<file path="src/rtl/boot_loader.sv">
// Streams a length-prefixed byte image into memory as little-endian words and
// keeps the CPU held in reset until the image checksum has been verified.
//
// state    | meaning
// ---------+--------------------------------------------------------------
// S_LEN_LO | waiting for low byte of the word count
// S_LEN_HI | waiting for high byte of the word count; range-checks it
// S_DATA   | collecting the four bytes of the current word
// S_WRITE  | single-cycle memory write of the assembled word
// S_CHECK  | waiting for the XOR checksum byte
// S_DONE   | image verified, CPU released (terminal)
// S_ERROR  | bad length or checksum, CPU kept in reset (terminal)
module boot_loader #(
    parameter logic [31:0] BASE_ADDR = 32'd0,
    parameter logic [15:0] MAX_WORDS = 16'd64
) (
    input  logic        clk,
    input  logic        reset,
    input  logic [7:0]  in_data,
    input  logic        in_valid,
    output logic        in_ready,
    output logic [31:0] mem_addr,
    output logic [31:0] mem_data,
    output logic        mem_w,
    output logic        cpu_hold,
    output logic        done,
    output logic        error,
    output logic [15:0] words_written
);

    typedef enum logic [2:0] {
        S_LEN_LO,
        S_LEN_HI,
        S_DATA,
        S_WRITE,
        S_CHECK,
        S_DONE,
        S_ERROR
    } state_t;

    state_t      state, state_nx;
    logic [15:0] len_q;
    logic [23:0] word_q;
    logic [1:0]  byte_idx;
    logic [7:0]  chk_q;
    logic        xfer;
    logic [15:0] len_full;

    assign xfer     = in_valid && in_ready;
    assign len_full = {in_data, len_q[7:0]};

    always_comb begin
        state_nx = state;
        in_ready = 1'b0;
        case (state)
            S_LEN_LO: begin
                in_ready = 1'b1;
                if (in_valid) state_nx = S_LEN_HI;
            end
            S_LEN_HI: begin
                in_ready = 1'b1;
                if (in_valid) begin
                    if (len_full > MAX_WORDS)     state_nx = S_ERROR;
                    else if (len_full == 16'd0)   state_nx = S_CHECK;
                    else                          state_nx = S_DATA;
                end
            end
            S_DATA: begin
                in_ready = 1'b1;
                if (in_valid && byte_idx == 2'd3) state_nx = S_WRITE;
            end
            S_WRITE: begin
                state_nx = (words_written + 16'd1 == len_q) ? S_CHECK : S_DATA;
            end
            S_CHECK: begin
                in_ready = 1'b1;
                if (in_valid) state_nx = (in_data == chk_q) ? S_DONE : S_ERROR;
            end
            default: state_nx = state;
        endcase
    end

    assign mem_w    = (state == S_WRITE);
    assign done     = (state == S_DONE);
    assign error    = (state == S_ERROR);
    assign cpu_hold = (state != S_DONE);

    always_ff @(posedge clk) begin
        if (reset) begin
            state         <= S_LEN_LO;
            len_q         <= 16'd0;
            word_q        <= 24'd0;
            byte_idx      <= 2'd0;
            chk_q         <= 8'd0;
            words_written <= 16'd0;
            mem_addr      <= BASE_ADDR;
            mem_data      <= 32'd0;
        end else begin
            state <= state_nx;
            case (state)
                S_LEN_LO: if (xfer) len_q[7:0] <= in_data;
                S_LEN_HI: if (xfer) len_q[15:8] <= in_data;
                S_DATA: begin
                    if (xfer) begin
                        chk_q    <= chk_q ^ in_data;
                        byte_idx <= byte_idx + 2'd1;
                        case (byte_idx)
                            2'd0: word_q[7:0]   <= in_data;
                            2'd1: word_q[15:8]  <= in_data;
                            2'd2: word_q[23:16] <= in_data;
                            default: begin
                                // Word and address are registered here so they are stable for the WRITE cycle.
                                mem_data <= {in_data, word_q};
                                mem_addr <= BASE_ADDR + {14'd0, words_written, 2'b00};
                            end
                        endcase
                    end
                end
                S_WRITE: words_written <= words_written + 16'd1;
                default: ;
            endcase
        end
    end

endmodule

</file>
<file path="config.mk">
export PLATFORM = sky130hd
export DESIGN_NAME = boot_loader
export DESIGN_NICKNAME = d
export VERILOG_FILES = /design/src/rtl/boot_loader.sv
export SDC_FILE = /design/constraint.sdc
export NUM_CORES = 1
export LEC_CHECK = 0
export CORE_ASPECT_RATIO = 0.7
export CORE_MARGIN = 1
export CORE_UTILIZATION = 49
export CTS_BUF_LIST = sky130_fd_sc_hd__clkbuf_2 sky130_fd_sc_hd__clkbuf_4 sky130_fd_sc_hd__clkbuf_8
export DETAILED_ROUTE_END_ITERATION = 8
export PLACE_DENSITY_LB_ADDON = 0.3
export SLEW_MARGIN = 5
export SYNTH_ARGS = -nofsm -noshare
export SYNTH_HDL_FRONTEND = slang
export SYNTH_SLANG_ARGS = --single-unit
</file>
<file path="constraint.sdc">
create_clock -name clk -period 1.99 [get_ports clk]
set_input_delay 0.2985 -clock clk [delete_from_list [all_inputs] [get_ports clk]]
set_output_delay 0.2985 -clock clk [all_outputs]
set_load 0.05 [all_outputs]
</file>
==> qor.csv <==
metric,value,unit
Starting Density,0.506,
fmax,513,MHz
Stages on worst setup path,1,
final worst-path cycle share,0.980,
Worst setup startpoint,words_written[1]$_SDFFE_PP0P_,
Final Instance Count excl. Fillers,923,
Final ANT Viol Nets,0,
Max Cap Viol,0,
Yosys top cell area share,0.447,
initial antenna violation count,0,
share of cells above drive strength 1,0.171,
Layout area overhead,32.2,%
post-synthesis sequential area ratio,0.447,
vias,4973,
largest stage delay on the critical path,820,ps
Root Driver,clkbuf_8,
gpl congestion,0.887,
GRT Total Usage,0.259,
clock-pin slew on the worst setup and hold paths,70,ps
Buf/Inv on CP,1,
H-tree depth,4,
Slew headroom,0.648,
"Clk Latency, worst-skew pair",450,ps
most frequent cells in the layout,"nand2_1, dfxtp_1, a21oi_1, buf_4, clkdlybuf4s50_1",
DRT Wirelength,13900,µm
fillers,838,
drc violations,10,
Hold Fails Final Rpt,0,
Hold Slack,311,ps
"CP delay by family, top",buffers and inverters,
Critical Path AT,1650,ps
"most common cell after layout, fill and taps aside",nand2_1,
CTS Buf Count,17,
FF-to-FF End,state[2]$_SDFFE_PP0P_,
die height,88.5,µm
#FFs+latches synth,117,
flop2flop setup slack,40,ps
CP Max Fanout,7,
port bufs,79,
largest net degree at the start of global routing,49,
Ports,96,
grt total ovfl,0,
met1 Use GR,0.365,
"EDFF count, synth",0,
Post-DP HPWL,9830,µm
Post-Synthesis Cells,674,
clock sink count,117,
Setup crit end,words_written[1],
largest cells by area after synthesis,"dfxtp_1, nand2_1, a21oi_1",
RSZ-0062 raised after global routing,true,
Worst VDD drop,0.484,mV
most used routing layer in global routing,met2,
Die ar.,11100,µm²
post-synth cell types,56,
worst min-delay path class,primary input to flip-flop,
fin. max-slew vios,0,
setup TNS,0,ps
DR iter-0 viols,338,
syn_area_per_cell,7.78,µm²
placed instance count,885,
Ys Warns,0,
WL/cell,15.1,µm
Via density,5.39,
Synth Cell Area,5240,µm²
critical path's slowest cell,clkdlybuf4s50_1,
CTS Hold Bufs,0,
r2r worst-path depth,7,
Pre-antenna DRT Iters,7,
"Setup violations, final",0,
critical path required time,1690,ps
clk_skew,8.67,ps
power per cell area,726,nW/µm²
CTS tree,built,
Async SR Flop Fraction,0,
Final nets,794,
M3 GR Usage,0.0798,
top_reg_cell synth,dfxtp_1,
R2R Path Start,words_written[1]$_SDFFE_PP0P_,
Core ar.,10400,µm²
LEAKAGE,2.55,nW
Die Wd,126,µm
Clock Tree Buf Depth,2,
vias in the first global route,4397,
crit path cell chain,clkdlybuf4s50_1,
minimum clock period,1950,ps
Synth area leader,dfxtp_1,
CP Launch Type,flip-flop,
antenna cell count,0,
critical path class,flip-flop to primary output,
Worst Tran Pin Value,526,ps
failing checks,design-rule violations,
global-route wire length before repair,22100,µm
status,"finished, violations left",
Finished Core Util,0.669,
placement row count,31,
CP Capture Type,primary output,
grt met2 use,0.379,
==> power breakdown <==
part           switching (W)  leakage [nW]  internal [W]
combinational       0.000364          1.42      0.000214
clock                0.00101         0.177       0.00102
sequential         0.0000396         0.952       0.00238
total                0.00142          2.55       0.00361
==> state kept, by name, indices dropped and copies added (netlist names) <==
| signal | flops |
|---|---|
| len_q | 16 |
| mem_data | 32 |
| words_written | 16 |
| word_q | 24 |
| mem_addr | 16 |
| chk_q | 8 |
| byte_idx | 2 |
| state | 3 |
==> per-layer routing <==
metal	vias up	wire, µm
met3	20	1200
met2	207	5820
met1	2334	6730
li1	2412	-
met5	-	0
met4	0	185
==> cell type report <==
cell class | instances | area [µm²] | share of cell area
tap | 132 | 165 | 0.0238
timing repair buffer | 139 | 1310 | 0.190
inverter | 8 | 37.5 | 0.00542
sequential | 117 | 2370 | 0.342
clock inverter | 13 | 108 | 0.0155
clock buffer | 19 | 255 | 0.0368
multi-input combinational | 495 | 2680 | 0.387
==> worst reg2reg max path, cell delays in order (launching register included) <==
cell,delay (ps)
dfxtp_4,390
ha_2,210
nand4_1,140
nor4_1,390
o2111ai_2,190
a2111oi_4,220
nand4b_1,150
a211oi_2,190
==> Yosys cell counts, types with 2 or more instances <==
master    count
nor4_1        4
nor3_1        7
mux2i_1       2
xnor2_1      23
a21oi_1      99
nand3_1      38
dfxtp_1     117
nand2b_1      3
clkbuf_1     46
or3_1         2
nand2_1     181
nor2b_1       3
nand3b_1      2
nand4_1       7
o21ai_0       6
buf_1         5
inv_1         7
buf_4        17
and2_1        2
and3_1        4
a211o_1       2
ha_1          5
xor2_1       24
nor3b_1       3
a21o_1        2
nor2_1       33
==> metrics by stage <==
step | area (µm²) | setup WS [ps] | power [W]
after floorplan | 5340 | -228 | 0.00285
after global placement | 6450 | -67.2 | 0.00299
after detailed placement | 6450 | -111 | 0.00300
after CTS | 6830 | -8.88 | 0.00500
after global routing | 6930 | -54.3 | 0.00521
final | 6930 | 40.7 | 0.00503
==> repair_timing <==
item / in CTS / in global routing
buffers inserted: 2 / 4
setup endpoints to repair: 15 / 7
resized for setup: 15 / 14
pin swaps: 1 / 4
==> worst min path at each step <==
stage                              start                         to  cells past startpoint
2_1_floorplan     word_q[0]$_SDFFE_PP0P_   mem_data[0]$_SDFFE_PP0P_                      2
3_3_place_gp   mem_addr[15]$_SDFFE_PP0P_  mem_addr[15]$_SDFFE_PP0P_                      2
3_5_place_dp   mem_data[11]$_SDFFE_PP0P_  mem_data[11]$_SDFFE_PP0P_                      2
4_1_cts                            reset   byte_idx[1]$_SDFFE_PP0P_                      2
5_1_grt                            reset      chk_q[1]$_SDFFE_PP0P_                      2
6_report                           reset   byte_idx[1]$_SDFFE_PP0P_                      2
==> logic make-up after synthesis <==
family,share of synthesized area
compound gates,0.136
xor+xnor,0.0831
fa+ha+maj,0.0119
buf+inv,0.0676
flops,0.447
mux,0.00382
other cells,0.000715
simple gates,0.250
No activity file was read; power rests on OpenSTA's default activity.
